===== src/rtl/edp_fm_arbiter.sv =====
// EDP fast-memory sequencer/arbiter: EBOX (read/write) vs diagnostic EBUS (read), shared FM strobes, parity.
// Latency: request presented in IDLE -> one-cycle ack 3 cycles later (read and write); one access in flight.
// Backpressure: requesters hold req until their ack; requests are sampled only in IDLE, others wait.
// Optional build macro FM_PARITY_CHECK_EN enables odd write parity generation and sticky read-parity error.
module edp_fm_arbiter #(
    parameter int DATA_W       = 36,
    parameter int ADR_W        = 4,
    parameter int BLK_W        = 3,
    parameter int STARVE_LIMIT = 4
) (
    input  logic              clk_edp_h,
    input  logic              mr_reset_h,
    input  logic              ebox_req_h,
    input  logic              ebox_write_h,
    input  logic [BLK_W-1:0]  ebox_block_h,
    input  logic [ADR_W-1:0]  ebox_adr_h,
    input  logic [DATA_W-1:0] ebox_wdata_h,
    output logic              ebox_ack_h,
    output logic [DATA_W-1:0] ebox_rdata_h,
    input  logic              diag_req_h,
    input  logic [BLK_W-1:0]  diag_block_h,
    input  logic [ADR_W-1:0]  diag_adr_h,
    output logic              diag_ack_h,
    output logic [DATA_W-1:0] diag_rdata_h,
    output logic [BLK_W-1:0]  fm_block_h,
    output logic [ADR_W-1:0]  fm_adr_h,
    output logic              fm_write_l,
    output logic [DATA_W-1:0] fm_wdata_h,
    output logic              fm_wpar_h,
    input  logic [DATA_W-1:0] fm_rdata_h,
    input  logic              fm_rpar_h,
    input  logic              err_clr_h,
    output logic              fm_parity_err_h
);

    localparam int CNT_W = $clog2(STARVE_LIMIT + 1);
    localparam logic [CNT_W-1:0] LIMIT = CNT_W'(STARVE_LIMIT);

    typedef enum logic [2:0] {
        IDLE      = 3'd0,
        RD_ADR    = 3'd1,
        RD_DATA   = 3'd2,
        WR_SETUP  = 3'd3,
        WR_STROBE = 3'd4,
        ACK       = 3'd5
    } state_t;

    state_t           state;
    state_t           state_nxt;
    logic             owner_diag;   // 1 = current access belongs to the diag port
    logic [CNT_W-1:0] starve_cnt;
    logic             diag_wins;
    logic             grant_ebox;
    logic             grant_diag;

    // Diag only beats a pending EBOX request once it has been passed over STARVE_LIMIT times.
    assign diag_wins  = diag_req_h && (!ebox_req_h || (starve_cnt == LIMIT));
    assign grant_ebox = (state == IDLE) && ebox_req_h && !diag_wins;
    assign grant_diag = (state == IDLE) && diag_wins;

    // Next-state decode for the access sequencer.
    always_comb begin
        state_nxt = state;
        case (state)
            IDLE: begin
                if (grant_ebox) begin
                    state_nxt = ebox_write_h ? WR_SETUP : RD_ADR;
                end else if (grant_diag) begin
                    state_nxt = RD_ADR;
                end
            end
            RD_ADR:    state_nxt = RD_DATA;
            RD_DATA:   state_nxt = ACK;
            WR_SETUP:  state_nxt = WR_STROBE;
            WR_STROBE: state_nxt = ACK;
            ACK:       state_nxt = IDLE;
            default:   state_nxt = IDLE;
        endcase
    end

    // State register, owner, registered FM address/strobe and completion pulses.
    always_ff @(posedge clk_edp_h) begin
        if (mr_reset_h) begin
            state      <= IDLE;
            owner_diag <= 1'b0;
            fm_block_h <= '0;
            fm_adr_h   <= '0;
            fm_wdata_h <= '0;
            fm_write_l <= 1'b1;
            ebox_ack_h <= 1'b0;
            diag_ack_h <= 1'b0;
        end else begin
            state      <= state_nxt;
            // Strobe is low only for the single WR_STROBE cycle; WR_STROBE is reachable from EBOX only.
            fm_write_l <= (state_nxt != WR_STROBE);
            ebox_ack_h <= (state_nxt == ACK) && !owner_diag;
            diag_ack_h <= (state_nxt == ACK) && owner_diag;
            if (grant_ebox) begin
                owner_diag <= 1'b0;
                fm_block_h <= ebox_block_h;
                fm_adr_h   <= ebox_adr_h;
                if (ebox_write_h) begin
                    fm_wdata_h <= ebox_wdata_h;
                end
            end else if (grant_diag) begin
                owner_diag <= 1'b1;
                fm_block_h <= diag_block_h;
                fm_adr_h   <= diag_adr_h;
            end
        end
    end

    // Ack timing above keys off state_nxt so the ack edge coincides with the ACK state.
    // Owner's ack is registered from owner_diag, which is stable from grant until IDLE.

    // Starvation counter: counts EBOX wins against a waiting diag request, saturating at the limit.
    always_ff @(posedge clk_edp_h) begin
        if (mr_reset_h) begin
            starve_cnt <= '0;
        end else if (!diag_req_h || grant_diag) begin
            starve_cnt <= '0;
        end else if (grant_ebox && (starve_cnt != LIMIT)) begin
            starve_cnt <= starve_cnt + 1'b1;
        end
    end

    // Read data capture into the owning requester's holding register.
    always_ff @(posedge clk_edp_h) begin
        if (mr_reset_h) begin
            ebox_rdata_h <= '0;
            diag_rdata_h <= '0;
        end else if (state == RD_DATA) begin
            if (owner_diag) begin
                diag_rdata_h <= fm_rdata_h;
            end else begin
                ebox_rdata_h <= fm_rdata_h;
            end
        end
    end

`ifdef FM_PARITY_CHECK_EN
    logic rd_par_bad;

    // Stored word plus parity bit must hold an odd number of ones.
    assign rd_par_bad = (state == RD_DATA) && ((^{fm_rdata_h, fm_rpar_h}) == 1'b0);

    // Write parity travels with the write data; read parity error is sticky, set wins over clear.
    always_ff @(posedge clk_edp_h) begin
        if (mr_reset_h) begin
            fm_wpar_h       <= 1'b0;
            fm_parity_err_h <= 1'b0;
        end else begin
            if (grant_ebox && ebox_write_h) begin
                fm_wpar_h <= ~^ebox_wdata_h;
            end
            if (rd_par_bad) begin
                fm_parity_err_h <= 1'b1;
            end else if (err_clr_h) begin
                fm_parity_err_h <= 1'b0;
            end
        end
    end
`else
    logic unused_par;

    assign unused_par      = ^{err_clr_h, fm_rpar_h};
    assign fm_wpar_h       = 1'b0;
    assign fm_parity_err_h = 1'b0;
`endif

endmodule

===== config.mk =====
export PLATFORM = sky130hd
export DESIGN_NAME = edp_fm_arbiter
export DESIGN_NICKNAME = d
export VERILOG_FILES = /design/src/rtl/edp_fm_arbiter.sv
export SDC_FILE = /design/constraint.sdc
export NUM_CORES = 1
export LEC_CHECK = 0
export CORE_MARGIN = 2
export CORE_UTILIZATION = 43
export CTS_CLUSTER_SIZE = 20
export DETAILED_ROUTE_END_ITERATION = 16
export GPL_TIMING_DRIVEN = 0
export MAX_ROUTING_LAYER = met4
export PLACE_DENSITY_LB_ADDON = 0.25
export SLEW_MARGIN = 20
export SYNTH_ARGS = -nofsm -noshare
export SYNTH_HDL_FRONTEND = slang
export SYNTH_SLANG_ARGS = --single-unit

===== constraint.sdc =====
create_clock -name clk_edp_h -period 1.99 [get_ports clk_edp_h]
set_clock_uncertainty 0.1 [all_clocks]
set_input_delay 0.398 -clock clk_edp_h [delete_from_list [all_inputs] [get_ports clk_edp_h]]
set_output_delay 0.398 -clock clk_edp_h [all_outputs]
set_load 0.005 [all_outputs]

Yosys cells after proc, flatten, opt, wreduce, memory -nomap -nowiden

Index checks and enable logic that the tools add are counted.

$lt $le $gt $ge: 0
Multiplexer cells: 8
Equality and inequality tests: 8
Shift operators: 0
Bitwise operators: 1
Add/subtract/negate cells: 1
Divide/modulo/power cells: 0
Multiply operators: 0
Reduce and logical (&&, ||, !) cells: 21

Operator list:

| kind                                                | number |
|---|---|
| 2-to-1 mux 3 bit                                    | 4 |
| case mux 3 bit (4 select lines)                     | 1 |
| equality test 3 bit, second input constant          | 3 |
| 2-to-1 mux 4 bit                                    | 2 |
| logical AND 1 bit                                   | 7 |
| equality test 3 x 2 -> 1 bit, second input constant | 2 |
| != test 3 bit, second input constant                | 2 |
| AND reduction 2 bit                                 | 3 |
| OR reduction 2 bit                                  | 3 |
| logical NOT 1 bit                                   | 4 |
| adder 3 x 1 -> 3 bit, second input constant         | 1 |
| equality test 3 x 1 -> 1 bit, second input constant | 1 |
| logical NOT 3 bit                                   | 1 |
| logical OR 1 bit                                    | 2 |
| 2-to-1 mux 2 bit                                    | 1 |
| nonzero test 2 bit                                  | 1 |
| inverter 1 bit                                      | 1 |

Logic and storage cells: 50
Bits in registers: 125
Memories: 0
Memory bits (writable): 0
Output and inout port bits: 120
Memory bits (read-only): 0
Latch bits: 0
Bits of input ports: 93

Logic depth before layout (Yosys ltp)

Gate-level depths: netlist (run 1).

Depth after elaboration: 9
Gate-level depth with buffers: 7
Gate-level depth less buffers: 5

Worst setup path before layout (run 1)

OpenSTA, ideal clock, no wires.

Path kind: flip-flop to flip-flop
Start point: register starve_cnt[0]
End point: register fm_wdata_h[10]
Buffers on the path: 2
Required time: 1.818 ns
Cell stages (with the launch flop): 8
Arrival time: 1.497 ns
Slack: 0.321 ns
Cell sequence: dfxtp_1 inv_1 ha_1 a21boi_1 o2111a_1 buf_4 buf_6 mux2i_1

Cells in the longest elaborated chain, start to end: 6

RTL lines:

| element                       | line | text |
|---|---|---|
| from (decl)                   | 51   | `logic [CNT_W-1:0] starve_cnt;` |
| from (signal assigned)        | 123  | `starve_cnt <= starve_cnt + 1'b1;` |
| equality test 3 bit           | 57   | `assign diag_wins = diag_req_h && (!ebox_req_h \|\| (starve_cnt == LIMIT));` |
| logical OR 1 bit              | 57   |  |
| logical AND 1 bit             | 57   |  |
| logical NOT 1 bit             | 58   | `assign grant_ebox = (state == IDLE) && ebox_req_h && !diag_wins;` |
| logical AND 1 bit             | 58   |  |
| AND reduction 2 bit (no line) | --   |  |
| to (signal assigned)          | 103  | `fm_wdata_h <= ebox_wdata_h;` |
| to (decl)                     | 28   | `output logic [DATA_W-1:0] fm_wdata_h,` |

Every way passes these cells.
A chain may end at the register's enable or synchronous reset.

Worst setup path after layout (run 1)

Start point: register starve_cnt[0]
End point: register fm_wdata_h[31]

Same word-level chain as after synthesis.

==> results of run 1 <==
area by class of cell:
cell class	instances	area (um^2)	share of cell area (%)
Multi-Input combinational cell	394	2356	29.21
Buffer	47	319.1	3.956
Clock inverter	11	141.4	1.753
Sequential cell	125	2502	31.03
Tap cell	147	183.9	2.280
Inverter	8	30.03	0.3723
Timing Repair Buffer	207	2072	25.69
Clock buffer	21	460.4	5.709
state kept, by name, indices dropped and copies added, names as in the netlist:
register      count
owner_diag        1
ebox_ack_h        1
fm_adr_h          4
state             3
fm_wdata_h       36
fm_block_h        3
fm_write_l        1
ebox_rdata_h     36
diag_rdata_h     36
starve_cnt        3
diag_ack_h        1
cell families (layout without fill, tap and decap cells):
logic type	Yosys count	in the layout	synth area share [%]
AOI/OAI and AO/OA	90	90	11.14
xor gates and xnor gates	1	1	0.1685
adders and majority gates	2	2	0.4812
buffers and inverters	55	294	6.713
DFF	125	125	48.12
muxes	36	36	6.930
other	1	2	0.07212
and+or+nand+nor	263	263	26.37
per-layer routing:
layer  GRT usage (%)  share of wire, %  up-vias
li1                -                 -     2336
met1           26.83                43     2179
met5               -                 0        -
met4           7.805               1.7        0
met2           39.37                49      179
met3           6.801               7.1       20
placed cells by master, fill, tap and decap left out, drive strengths merged, types with 9 or more instances in the layout:
master / count
nor3: 9
nor4: 14
a21oi: 85
buf: 28
nand2b: 73
dfxtp: 125
nand2: 148
clkdlybuf4s50: 207
clkbuf: 40
mux2i: 36
worst paths after layout:
check / start / to / slack, ps
worst max register to register: starve_cnt[0] / fm_wdata_h[31] / 160
worst max-delay path: starve_cnt[0] / fm_wdata_h[31] / 160
worst min-delay path: mr_reset_h / fm_wdata_h[2] / 260
worst min register to register: ebox_rdata_h[4] / ebox_rdata_h[4] / 350
worst reg2reg max path: stages (launching register included):
cell      delay, ps
dfxtp_1         360
inv_1            70
ha_1            220
a21boi_2        200
o2111a_1        210
buf_4           210
buf_6           200
mux2i_1         210
per-stage QoR:
| step | area [um^2] | setup TNS (ps) | utilization (%) | setup WS, ps |
|---|---|---|---|---|
| after floorplan | 5204 | 0 | - | 321.2 |
| after global placement | 7460 | -7068 | 62.63 | -220.8 |
| after detailed placement | 7460 | -7987 | 62.63 | -255.1 |
| after CTS | 8061 | 0 | 67.68 | 69.43 |
| after global routing | 8065 | 0 | 67.71 | 18.62 |
| final | 8065 | 0 | 67.71 | 155.1 |
power breakdown:
part / internal, mW / switching, mW / total [mW]
Combinational: 0.608 / 0.467 / 1.07
Sequential: 2.64 / 0.0827 / 2.72
Clock: 2.03 / 1.10 / 3.12
Total: 5.27 / 1.65 / 6.92
timing repair:
action,CTS,global route
buffers inserted,0,0
setup endpoints to repair,0,27
hold buffers,0,0
gates resized for setup,0,1
==> results.yml, run 1 <==
outcome:
  status: "finished, final reports clean"
grt:
  grt_pass1_wl_um: 23600
  antenna_found_initial: 0
  grt_pass1_vias: 4837
  grt_usage_pct: 23.41
  grt_max_degree: 17
  overflow: 0
placement:
  dp_hpwl_um: 10710
  port_buffers: 207
  numPlacedInstances: 928
  place.gp.congestion: 0.8587
cells_and_area:
  fin_nets: 895
  stdcell_count: 960
  n_antenna_cell: 0
  drive_above_1_share_pct: 15.25
  fillers: 921
  syn2layout_area_growth_pct: 55.10
logic_synthesis:
  synth_most_common_cell: "dfxtp_1"
  synth_area_leader_cell: "dfxtp_1"
  syn_inst: 573
  netlist_area_mm2: 0.005200
  yosysWarnings: 0
  synth_seq_area_share_pct: 48.12
  avgSynthCellArea_um2: 9.075
  synth_edf_count: 0
  synth_common_cells: "dfxtp_1 (125), nand2_1 (118), nand2b_1 (73), a21oi_1 (55), mux2i_1 (36)"
  synth_top_area_share_pct: 48.12
  synth.distinct_cells: 35
  synthFlopType: "dfxtp_1"
  synth.ff_latch_count: 125
  synth_top_cells_by_area: "dfxtp_1 (48%), nand2b_1 (8.8%), nand2_1 (8.5%)"
  async_flop_share_pct: 0
critical_path:
  worst-path-stages: 7
  crit_required_ps: 2220
  path_delay_family: "buffers and inverters"
  critPathBufInv: 3
  cpPeakStageDelay_ps: 360
  cp.arrival_ps: 2070
  path_cells: "inv_1, ha_1, a21boi_2, o2111a_1, buf_4, buf_6, mux2i_1"
  reg2reg_depth: 7
  crit_fanout: 10
  critPathSlowestCell: "dfxtp_1"
  cp-end-kind: "flip-flop"
  worstSetupStartpointType: "flip-flop"
  worstSetupPathType: "reg -> reg"
pwr:
  power.leakage_nw: 2.779
  vdd_ir_drop_max_v: 0.0004557
  finalPower_mw: 6.919
  power.density_mw_per_mm2: 857.8
route:
  routed_wl_um: 14350
  via_count: 4714
  first_pass_iters: 4
  drtIter0Drc: 347
  drc_errors: 0
  via_per_inst: 4.910
  drtAntennaViolNets: 0
  wl_per_cell_um: 14.95
sta:
  rsz0062_at_grt: "false"
  layout_min_cycle_time_ps: 1835
  slew_violations: 0
  maxSlewHeadroom_pct: 53.26
  holdWs_ps: 257.9
  tightest_slew_ps: 701.1
  finalCritPeriodShare_pct: 92.21
  setup_viol: 0
  hold_viol: 0
  fmax_ghz: 0.5450
die:
  start_util_pct: 43.66
  core_area_mm2: 0.01191
  die_w_um: 114.0
  fp-row-count: 40
  io-pin-count: 213
  die_area_mm2: 0.01299
  die_h_um: 114.0
clock_network:
  htree_levels: 4
  cts_tree: "done"
  clock_tree.root_cell: "clkbuf_16"
  clock_latency_ps: 410
  clock_path_buffers: 2
  cts.sinks: 125
  path_clk_slew_ps: 60
  numCtsBuffers: 17
worst_hold_path:
  min_path_cells: 3
  hold_path_class: "in -> reg"
run:
  max_cap_viol_count: 0
(Power assumes the default switching activity.)
==> run 2: changes to the inputs <==
CORE_UTILIZATION = 60   (was 43)
DONT_BUFFER_PORTS = 1   (was default)
GPL_TIMING_DRIVEN = 1   (was 0)
==> run 2 against run 1 <==
Compared with the run above:
- worst hold slack lost 360 ps
- largest cell class unchanged
- maximum frequency fell by 0.37%
- the flow now finishes with violations (negative hold slack)
- design area decreased by 15%
- via count down 5.5%
- count of clock-buffer cells in the layout shrank 1
- power is 6.0% lower
- sequential power is 2% higher
- global-route usage up 9.1 points
- sequential share of layout area rose by 5.5 points
==> results.yml, run 2 (synthesis results as in run 1) <==
clock_network:
  clock_tree.root_cell: "clkbuf_8"
  htree_levels: 4
  cts_hold_buf: 113
  clock_latency_ps: 500
  numCtsBuffers: 17
  clock_path_buffers: 2
  cts.sinks: 125
  path_clk_slew_ps: 60
  cts_tree: "done"
cells_and_area:
  drive_above_1_share_pct: 15.59
  final_common_cell: "dfxtp_1"
  stdcell_count: 785
  layout_common_cells: "dfxtp_1 (124), nand2_1 (118), dlygate4sd3_1 (113)"
  top_regs: "diag_rdata_h (36), ebox_rdata_h (36), fm_wdata_h (36)"
  fillers: 444
  n_antenna_cell: 0
  fin_area_mm2: 0.006845
  syn2layout_area_growth_pct: 31.64
  final_util_pct: 82.48
  fin_nets: 763
critical_path:
  cpPeakStageDelay_ps: 670
  r2r-start: "state[1]"
  reg2reg_depth: 4
  worstSetupPathType: "reg -> reg"
  cp-end-kind: "flip-flop"
  startpoint: "state[1]"
  worst-path-stages: 4
  critPathBufInv: 1
  worstSetupStartpointType: "flip-flop"
  crit_required_ps: 2270
  critPathSlowestCell: "or4b_2"
  path_cells: "or4b_2, buf_12, nand2_2, a21oi_2"
  cp.arrival_ps: 2120
  crit_fanout: 36
  path_delay_family: "simple AND/OR/NAND/NOR gates"
die:
  die_w_um: 97.10
  io-pin-count: 213
  die_area_mm2: 0.009427
  start_util_pct: 62.66
  fp-row-count: 33
  core_area_mm2: 0.008299
  die_h_um: 97.10
placement:
  place.gp.congestion: 0.8123
  pre_cts_ws_ps: 216.1
  post_dp_cell_area_mm2: 0.005135
  numPlacedInstances: 641
  port_buffers: 0
  dp_hpwl_um: 7272
outcome:
  violations: "negative hold slack"
  status: "finished, violations left"
sta:
  rsz0062_at_grt: "false"
  finalCritPeriodShare_pct: 92.55
  setup_tns_ps: 0
  slew_violations: 0
  hold_viol: 75
  fmax_ghz: 0.5430
  layout_min_cycle_time_ps: 1842
  holdWs_ps: -104.8
  setup_viol: 0
  setup_ws_ps: 148.3
grt:
  overflow: 0
  antenna_found_initial: 0
  grt_pass1_wl_um: 24090
  grt_max_degree: 160
  grt_usage_pct: 32.53
  grt_pass1_vias: 4584
route:
  drtAntennaViolNets: 0
  via_count: 4455
  drtIter0Drc: 277
  via_per_inst: 5.675
  routed_wl_um: 15300
  wl_per_cell_um: 19.48
  drc_errors: 0
  first_pass_iters: 6
pwr:
  vdd_ir_drop_max_v: 0.0007299
  finalPower_mw: 6.502
  power.density_mw_per_mm2: 949.8
  power.leakage_nw: 2.237
worst_hold_path:
  holdCritStartpoint: "mr_reset_h"
  min_path_cells: 1
  hold_path_class: "in -> reg"
run:
  max_cap_viol_count: 0
[run 2: power breakdown]
part	leakage [nW]	switching (mW)	internal, mW
Clock	0.281	1.10	1.93
Sequential	1.01	0.144	2.64
Combinational	0.942	0.332	0.353
Total	2.24	1.58	4.92
[run 2: area by class of cell]
type	instances	area [um^2]	area share, %
Tap cell	105	131.4	1.919
Clock inverter	11	142.6	2.084
Timing Repair Buffer	122	1249	18.24
Inverter	8	30.03	0.4387
Multi-Input combinational cell	394	2354	34.38
Sequential cell	125	2504	36.57
Clock buffer	20	435.4	6.361
[run 2: repair_timing]
| item | 4_1_cts | 5_1_grt |
|---|---|---|
| buffers inserted | 0 | 0 |
| endpoints found under the hold margin | 125 | 80 |
| setup endpoints to repair | 0 | 2 |
| resized for setup | 0 | 1 |
[run 2: per-layer routing]
metal | GRT usage (%) | up-vias | wire [um]
met5 | - | - | 0
met4 | 10.62 | 0 | 238
met3 | 11.22 | 28 | 1593
met2 | 51.98 | 270 | 7422
met1 | 38.68 | 2086 | 6041
li1 | - | 2071 | -
[run 2: worst paths after layout]
kind	endpoint	slack [ps]
min reg2reg	diag_rdata_h[35]	370
max reg2reg	ebox_rdata_h[9]	150
min	ebox_rdata_h[4]	-100
max	ebox_rdata_h[9]	150
==> run 3: changes to the inputs <==
CAP_MARGIN = 20   (was default)
==> results of run 3 <==
Final layout, timing and power as in run 2 (identical DEF).
